## src/rtl/vending_pkg.sv

```systemverilog
// Shared types for the vending controller: coin encoding, coin values and
// the change-dispenser FSM states.
package vending_pkg;

  typedef enum logic [1:0] {
    QUARTER = 2'd0,
    DIME    = 2'd1,
    NICKEL  = 2'd2,
    PENNY   = 2'd3
  } coin_t;

  localparam int VAL_QUARTER = 25;
  localparam int VAL_DIME    = 10;
  localparam int VAL_NICKEL  = 5;
  localparam int VAL_PENNY   = 1;

  typedef enum logic [1:0] {
    S_IDLE   = 2'd0,
    S_SELECT = 2'd1,
    S_EJECT  = 2'd2,
    S_DONE   = 2'd3
  } state_t;

  function automatic logic [4:0] coin_value(input logic [1:0] c);
    case (c)
      2'd0:    return 5'(VAL_QUARTER);
      2'd1:    return 5'(VAL_DIME);
      2'd2:    return 5'(VAL_NICKEL);
      default: return 5'(VAL_PENNY);
    endcase
  endfunction

endpackage

```

## src/rtl/coin_tube.sv

```systemverilog
// One denomination's tube inventory: saturating add of a refill quantity
// and decrement-by-one for an ejected coin, both possible in one cycle.
module coin_tube #(
  parameter int CNT_W      = 8,
  parameter int INIT_COUNT = 20
) (
  input  logic             clk,
  input  logic             rst,
  input  logic             inc,
  input  logic [CNT_W-1:0] qty,
  input  logic             dec,
  output logic [CNT_W-1:0] count,
  output logic             nonzero
);

  localparam logic [CNT_W:0] MAX = {1'b0, {CNT_W{1'b1}}};

  logic [CNT_W:0] sum, net;

  // Saturate after the decrement so a simultaneous refill+eject nets to
  // min(count+qty-1, max) rather than max-1.
  always_comb begin
    sum = {1'b0, count} + (inc ? {1'b0, qty} : '0);
    net = (dec && sum != '0) ? sum - (CNT_W+1)'(1) : sum;
  end

  always_ff @(posedge clk or posedge rst) begin
    if (rst)            count <= CNT_W'(INIT_COUNT);
    else if (net > MAX) count <= MAX[CNT_W-1:0];
    else                count <= net[CNT_W-1:0];
  end

  assign nonzero = (count != '0);

endmodule

```

## src/rtl/change_dispenser.sv

```systemverilog
// Pays out a change amount one coin at a time, greedy largest-first, over a
// req/ack handshake with the coin ejector; reports coins paid and shortfall.
module change_dispenser
  import vending_pkg::*;
#(
  parameter int AMT_W      = 9,
  parameter int CNT_W      = 8,
  parameter int INIT_COUNT = 20,
  parameter int OUT_W      = 5
) (
  input  logic             clk,
  input  logic             rst,
  input  logic             start,
  input  logic [AMT_W-1:0] change_amt,
  output logic             ready,
  output logic             eject_req,
  output logic [1:0]       eject_coin,
  input  logic             eject_ack,
  input  logic             refill_valid,
  input  logic [1:0]       refill_coin,
  input  logic [CNT_W-1:0] refill_qty,
  output logic             done,
  output logic [AMT_W-1:0] shortfall,
  output logic [OUT_W-1:0] quart,
  output logic [OUT_W-1:0] dim,
  output logic [OUT_W-1:0] nick,
  output logic [OUT_W-1:0] pen
);

  state_t                     state, nxt;
  logic [AMT_W-1:0]           remaining;
  logic [3:0][OUT_W-1:0]      paid;
  logic [3:0][CNT_W-1:0]      tube_cnt;
  logic [3:0]                 tube_nz, tube_inc, tube_dec;
  logic                       found, ack_ok;
  coin_t                      sel;

  assign ack_ok = (state == S_EJECT) && eject_ack;

  for (genvar i = 0; i < 4; i++) begin : g_tube
    assign tube_inc[i] = refill_valid && (refill_coin == 2'(i));
    assign tube_dec[i] = ack_ok && (eject_coin == 2'(i));
    coin_tube #(.CNT_W(CNT_W), .INIT_COUNT(INIT_COUNT)) u_tube (
      .clk     (clk),
      .rst     (rst),
      .inc     (tube_inc[i]),
      .qty     (refill_qty),
      .dec     (tube_dec[i]),
      .count   (tube_cnt[i]),
      .nonzero (tube_nz[i])
    );
  end

  // Scan pennies up to quarters so the largest eligible coin wins.
  always_comb begin
    found = 1'b0;
    sel   = QUARTER;
    for (int i = 3; i >= 0; i--) begin
      if (tube_nz[i] && remaining >= AMT_W'(coin_value(2'(i)))) begin
        found = 1'b1;
        sel   = coin_t'(i);
      end
    end
  end

  always_comb begin
    nxt = state;
    case (state)
      S_IDLE:   if (start) nxt = S_SELECT;
      S_SELECT: nxt = found ? S_EJECT : S_DONE;
      S_EJECT:  if (eject_ack) nxt = S_SELECT;
      S_DONE:   nxt = S_IDLE;
      default:  nxt = S_IDLE;
    endcase
  end

  always_ff @(posedge clk or posedge rst) begin
    if (rst) state <= S_IDLE;
    else     state <= nxt;
  end

  always_ff @(posedge clk or posedge rst) begin
    if (rst) begin
      remaining  <= '0;
      paid       <= '0;
      shortfall  <= '0;
      eject_coin <= '0;
    end else begin
      case (state)
        S_IDLE: if (start) begin
          remaining <= change_amt;
          paid      <= '0;
          shortfall <= '0;
        end
        S_SELECT: begin
          if (found) eject_coin <= sel;
          else       shortfall  <= remaining;
        end
        S_EJECT: if (eject_ack) begin
          remaining <= remaining - AMT_W'(coin_value(eject_coin));
          if (paid[eject_coin] != '1) paid[eject_coin] <= paid[eject_coin] + OUT_W'(1);
        end
        default: ;
      endcase
    end
  end

  assign ready     = (state == S_IDLE);
  assign eject_req = (state == S_EJECT);
  assign done      = (state == S_DONE);
  assign quart     = paid[QUARTER];
  assign dim       = paid[DIME];
  assign nick      = paid[NICKEL];
  assign pen       = paid[PENNY];

endmodule

```

## config.mk

```make
export PLATFORM = sky130hd
export DESIGN_NAME = change_dispenser
export DESIGN_NICKNAME = d
export VERILOG_FILES = /design/src/rtl/vending_pkg.sv /design/src/rtl/coin_tube.sv /design/src/rtl/change_dispenser.sv
export SDC_FILE = /design/constraint.sdc
export NUM_CORES = 1
export LEC_CHECK = 0
export CORE_UTILIZATION = 50
export CTS_BUF_LIST = sky130_fd_sc_hd__clkbuf_8 sky130_fd_sc_hd__clkbuf_16
export DETAILED_ROUTE_END_ITERATION = 16
export MAX_ROUTING_LAYER = met4
export PLACE_DENSITY_LB_ADDON = 0.25
export SYNTH_ARGS = -nofsm -noshare
export SYNTH_HDL_FRONTEND = slang
export SYNTH_HIERARCHICAL = 1
export SYNTH_SLANG_ARGS = --single-unit
```

## constraint.sdc

```tcl
create_clock -name clk -period 3.04 [get_ports clk]
set_input_delay 0.456 -clock clk [delete_from_list [all_inputs] [get_ports clk]]
set_output_delay 0.456 -clock clk [all_outputs]
set_load 0.01 [all_outputs]
```

Yosys cells after proc, flatten, opt, wreduce, memory -nomap -nowiden
Index checks and enable logic that the tools add are counted.
- flip-flop bits (word level): 74
- input port bits: 24
- output and inout port bits: 34
- logic and storage cells: 124
- $add $sub $neg: 10
- order comparisons: 10
- equal/unequal tests: 14
- mux-type cells: 42
- reduce and logical (&&, ||, !) cells: 36
- operators with widths (cell ; count):
    9-bit 2-to-1 mux ; 8
    8-bit 2-to-1 mux ; 8
    20-bit 2-to-1 mux ; 3
    20-bit one-hot mux with 2 select lines ; 1
    8-bit by 9-bit adder with 9-bit output ; 4
    9-bit by 8-bit greater-than comparator with 1-bit output (second input constant) ; 4
    9-bit one-hot mux with 2 select lines ; 2
    9-bit nonzero test ; 4
    9-bit by 1-bit subtractor with 9-bit output (second input constant) ; 4
    8-bit nonzero test ; 4
    20-bit bitwise mux ; 1
    5-bit 2-to-1 mux ; 4
    1-bit logical AND ; 18
    5-bit one-hot mux with 3 select lines ; 1
    2-bit == test (second input constant) ; 6
    2-bit 2-to-1 mux ; 6
    5-bit binary-select mux with 2-bit select ; 1
    5-bit demux with 2-bit select ; 1
    9-bit by 1-bit >= comparator with 1-bit output (second input constant) ; 1
    9-bit by 3-bit >= comparator with 1-bit output (second input constant) ; 1
    9-bit by 4-bit >= comparator with 1-bit output (second input constant) ; 1
    9-bit by 5-bit >= comparator with 1-bit output (second input constant) ; 1
    9-bit by 5-bit subtractor with 9-bit output ; 1
    2-bit one-hot mux with 4 select lines ; 1
    other kinds (13) ; 26

Logic depth before layout (Yosys ltp)
Gate-level depths: netlist (run 1).
- word-level depth: 9
- depth in mapped cells: 13
- gate-level depth less buffers: 13

Hierarchy
Netlist (run 1), hierarchy kept.
- by module, submodules not included (module ; times used ; cells an instance ; area each (sq um) ; sequential area each (sq um)):
    coin_tube (g_tube[1].u_tube ...) ; 3 ; 95 ; 892.1 ; 202.7
    change_dispenser ; 1 ; 262 ; 2439.8 ; 1051.0
    coin_tube (g_tube[0].u_tube) ; 1 ; 116 ; 1081.0 ; 202.7

Least setup slack after synthesis (run 1)
Ideal clock, no wire load.
- kind: in2reg
- start: input port refill_coin[1]
- end: register g_tube[0].u_tube.count[5]
- library setup time: 0.145 ns
- arrival: 3.010 ns
- data required time: 2.895 ns
- path slack: -0.115 ns
- stages on the path: 12
- buffers on the path: 0
- cell sequence: nor3b_1 > and2_1 > ha_1 > fa_1 > inv_1 > ha_1 > nand2_1 > or2_1 > nand3b_1 > nor3b_2 > mux2i_2 > o211ai_1
- word-level cells in the longest chain between the ends: 9
- elaborated cells between the ends (all ways): 10
- classes of those cells: 2 x add/sub; 1 x order compare; 3 x mux; 4 x reduce/logical
- ends and longest elaborated chain (what ; RTL line ; source):
    start, declared ; change_dispenser.sv:20 ; input logic [1:0] refill_coin,
    2-bit logical NOT * ; change_dispenser.sv:41 ; assign tube_inc[i] = refill_valid && (refill_coin == 2'(i));
    1-bit logical AND * ; change_dispenser.sv:41 ;
    8-bit 2-to-1 mux * ; coin_tube.sv:23 ; sum = {1'b0, count} + (inc ? {1'b0, qty} : '0);
    8-bit by 9-bit adder with 9-bit output * ; coin_tube.sv:23 ;
    branches (longest 2 deep; another with 9-bit by 1-bit subtractor with 9-bit output) ; - ;
    9-bit 2-to-1 mux * ; coin_tube.sv:24 ; net = (dec && sum != '0) ? sum - (CNT_W+1)'(1) : sum;
    9-bit by 8-bit greater-than comparator with 1-bit output ; coin_tube.sv:29 ; else if (net > MAX) count <= MAX[CNT_W-1:0];
    8-bit 2-to-1 mux * ; coin_tube.sv:29 ;
    end signal, assigned ; coin_tube.sv:28 ; if (rst) count <= CNT_W'(INIT_COUNT);
    end signal, assigned ; coin_tube.sv:29 ;
    end signal, assigned ; coin_tube.sv:30 ; else count <= net[CNT_W-1:0];
    end, declared ; coin_tube.sv:12 ; output logic [CNT_W-1:0] count,
Every way passes the cells marked *.
A chain may end at the register's enable or synchronous reset.

Worst setup path after layout (run 1)
- start: input port refill_coin[1]
- end: register g_tube[0].u_tube.count[7]
- word-level cells in the longest chain between the ends: 9
- elaborated cells between the ends (all ways): 10
- classes of those cells: 2 x add/sub; 1 x order compare; 3 x mux; 4 x reduce/logical
- ends and longest elaborated chain (what ; RTL line ; source):
    2-bit logical NOT * ; change_dispenser.sv:41 ;
    1-bit logical AND * ; change_dispenser.sv:41 ;
    named net tube_inc[0] ; change_dispenser.sv:34 ; logic [3:0] tube_nz, tube_inc, tube_dec;
    8-bit 2-to-1 mux * ; coin_tube.sv:23 ;
    8-bit by 9-bit adder with 9-bit output * ; coin_tube.sv:23 ;
    branches (longest 2 deep; another with 9-bit by 1-bit subtractor with 9-bit output) ; - ;
    9-bit 2-to-1 mux * ; coin_tube.sv:24 ;
    9-bit by 8-bit greater-than comparator with 1-bit output ; coin_tube.sv:29 ;
    8-bit 2-to-1 mux * ; coin_tube.sv:29 ;
Mark *: on every way through the listed nets, which the timed path passes.

==> summary.md, run 1 <==
| Metric | Value |
|---|---|
| CTS tree | done |
| Clock transition at the registers of the reported paths | 60 ps |
| Status | complete, no violations |
| Layout cells sized above 1 | 28.8% |
| Row count | 40 |
| ANT cells | 0 |
| Maximum net fanout on the critical path | 6 |
| Setup CP Type | primary input to flop |
| Routability Congestion | 0.891 |
| Asr flop ratio synth | 100% |
| Pre-CTS setup slack | -781 ps |
| Crit share post-route | 95.8% |
| Startpoint types | primary input |
| PD cells | 838 nW/µm² |
| Slew HR | 64.3% |
| Yosys reg bits | 74 |
| Average wire per cell in the routed design | 15.9 µm |
| R2R Path Start | g_tube[2].u_tube/count[0] |
| CORE AREA | 12100 µm² |
| Tightest Hold Check Type | flop to flop |
| Vias in the first global route | 5973 |
| Worst-margin pin slew | 529 ps |
| Yosys warning total | 6 |
| H-tree depth | 3 |
| Die H | 113 µm |
| Starting Density | 51.4% |
| GRT overflow | 0 |
| Total number of vias | 5799 |
| Slew Viols, Final | 0 |
| Max_cap viols | 0 |
| First-pass GRT wire length | 27400 µm |
| CTS root buffer | clkbuf_16 |
| Via density | 5.60 |
| Hold path cells | 1 |
| Final hold vios | 0 |
| Period minus WS final | 2910 ps |
| CP startpoint | refill_coin[1] |
| Setup-failing EPs final | 0 |
| HP Start | dim[3] |
| Worst vdd ir | 0.512 mV |
| Post-route DRC violation count | 0 |
| Util after Layout | 69.1% |
| Buffers from clock root to sink, at most | 2 |
| Synth top area cells | dfrtp_1 (27%), ha_1 (9.5%), nand2_1 (4.6%) |
| Setup TNS | 0 ps |
| Iter 0 DRT Violations | 393 |
| Sink Count | 74 |
| WP data required | 3250 ps |
| Mapped Area | 6200 µm² |
| Clk_skew | 7.64 ps |
| Gr usage total | 27.8% |
| PortBufs | 57 |
| Die width | 113 µm |
| CP endpoint kind | flop |
| Worst-Skew Late Latency | 350 ps |
| Share of the synthesized area in the top cell type | 26.7% |
| RSZ-0062 raised after global routing | yes |
| Largest net degree at the start of global routing | 43 |
| Top FF cell, synth | dfrtp_1 |
| Initial antenna violation count | 0 |
| Mean Syn Cell Area | 9.35 µm² |
| Final WS setup | 129 ps |
| Post-DRT Antenna Nets | 0 |
| Post-Route WL | 16500 µm |
| Die ar. | 12800 µm² |
| R2R cell count | 10 |
| Synth area leader | dfrtp_1 |
| CTS Hold Buffers Added | 0 |
| Critical path data arrival time | 3120 ps |
| Post-synth EDFFs | 0 |
| Synthesis-to-finish area growth | 34.4% |
| Crit Reg-Reg Endpoint | g_tube[2].u_tube/count[5] |
| Post-synthesis sequential area ratio | 30.0% |
| Leak | 3.78 nW |
| Fmax | 344 MHz |
| Gate count of the mapped netlist | 663 |
| Drt pass-1 iters | 5 |
| # IOs | 58 |
| Final #Nets | 938 |
| Detailed placement HPWL | 13100 µm |
| Count of cell types in the netlist | 81 |
| Design Power | 0.00698 W |
| Syn nets | 739 |
| Num CTS Buffers | 9 |
| R2R Setup Slk | 290 ps |
| Hold Crit Endpoint | dim[3] |
worst max path at each step:
stage	endpoint	slack, ps
floorplan	g_tube[3].u_tube/count[5]	10
global placement	g_tube[1].u_tube/count[5]	-630
detailed placement	g_tube[1].u_tube/count[5]	-780
CTS	g_tube[0].u_tube/count[7]	-20
global route	g_tube[0].u_tube/count[5]	-60
finish	g_tube[0].u_tube/count[7]	130
per-layer routing:
| layer | wire, µm | global-route usage (%) |
|---|---|---|
| met3 | 541 | 3.96 |
| met1 | 6940 | 30.9 |
| met5 | 0 | - |
| met4 | 394 | 10.7 |
| met2 | 8630 | 50.2 |
cell families after synthesis:
group	synth area share (%)
AO/OA/AOI/OAI	20.7
XOR/XNOR	4.30
adder cells (fa/ha/maj)	11.3
buffers and inverters	3.80
flip-flops	30.0
multiplexers	5.25
AND/OR/NAND/NOR	24.7
power breakdown:
group          internal (W)  leakage [nW]  switching [W]
clock network      0.000557         0.134       0.000442
logic               0.00208          2.74        0.00216
registers           0.00136         0.907       0.000382
total               0.00399          3.78        0.00298
area by class of cell:
| class | count | area, µm² |
|---|---|---|
| Clock buffer | 9 | 225 |
| Clock inverter | 7 | 53.8 |
| Fill cell | 963 | 3730 |
| Inverter | 35 | 131 |
| Multi-Input combinational cell | 539 | 4180 |
| Sequential cell | 74 | 1860 |
| Tap cell | 168 | 210 |
| Timing Repair Buffer | 203 | 1670 |
critical path, cell delays in order:
cell	delay, ps
buf_8	100
buf_6	110
nor3b_4	200
and2_1	160
ha_2	180
fa_2	440
inv_2	100
ha_4	130
nand2_2	50
or2_1	230
nand3b_1	210
nor3b_2	220
mux2i_2	370
o211ai_1	150
cells in the mapped netlist (5+ instances only):
cell / instances
o21ai_0: 41
ha_1: 47
o21bai_1: 7
o211ai_1: 11
or3_1: 7
and2_1: 33
nor4_1: 12
inv_1: 34
a21o_1: 13
nand2_1: 76
mux2i_1: 12
nand3_1: 18
buf_6: 6
xor2_1: 10
nor3b_1: 7
xnor2_1: 13
a21oi_1: 35
o21ai_1: 11
clkbuf_1: 7
and3_1: 12
nor2_1: 37
dfstp_2: 8
fa_1: 5
dfrtp_1: 66
or2_2: 6
nand2b_1: 9
mux4_2: 5
a211oi_1: 7
cells in the final DEF, fill, tap and decap left out, types with 9 or more instances in the layout:
cell type / netlist / layout
a21o_1: 13 / 13
a21oi_1: 35 / 32
and2_1: 33 / 31
and3_1: 12 / 12
buf_4: 0 / 145
clkbuf_16: 0 / 9
clkdlybuf4s50_1: 0 / 51
dfrtp_1: 66 / 66
ha_1: 47 / 44
inv_1: 34 / 34
mux2i_1: 12 / 12
nand2_1: 76 / 74
nand2b_1: 9 / 9
nand3_1: 18 / 18
nor2_1: 37 / 36
nor4_1: 12 / 12
o211ai_1: 11 / 11
o21ai_0: 41 / 41
o21ai_1: 11 / 11
xnor2_1: 13 / 12
xor2_1: 10 / 10
state kept, by name, indices dropped and copies added (netlist names):
register,count
dim,5
eject_coin,2
g_tube.u_tube/count,32
nick,5
pen,5
quart,5
remaining,9
shortfall,9
state,2
stage by stage:
step	instance area, µm²	instances	hold slack [ps]
6_report	8330	1035	505
5_1_grt	8330	1035	526
4_1_cts	8270	1031	504
3_5_place_dp	7890	1007	499
3_3_place_gp	7890	1007	495
2_1_floorplan	6200	663	270
repair_timing:
item	4_1_cts	5_1_grt
setup buffers	8	4
pin swaps	10	13
setup endpoints to repair	31	31
gates resized for setup	21	17
Note: power is estimated with default switching activity, not from simulation.
==> run 2: changes to the inputs <==
--- a/config.mk
+++ b/config.mk
@@ -5,6 +5,7 @@
 export SDC_FILE = /design/constraint.sdc
 export NUM_CORES = 1
 export LEC_CHECK = 0
+export CAP_MARGIN = 15
 export CORE_UTILIZATION = 50
 export CTS_BUF_LIST = sky130_fd_sc_hd__clkbuf_8 sky130_fd_sc_hd__clkbuf_16
 export DETAILED_ROUTE_END_ITERATION = 16
==> results of run 2 <==
The final DEF is identical to that of run 1; final timing and power are the same.
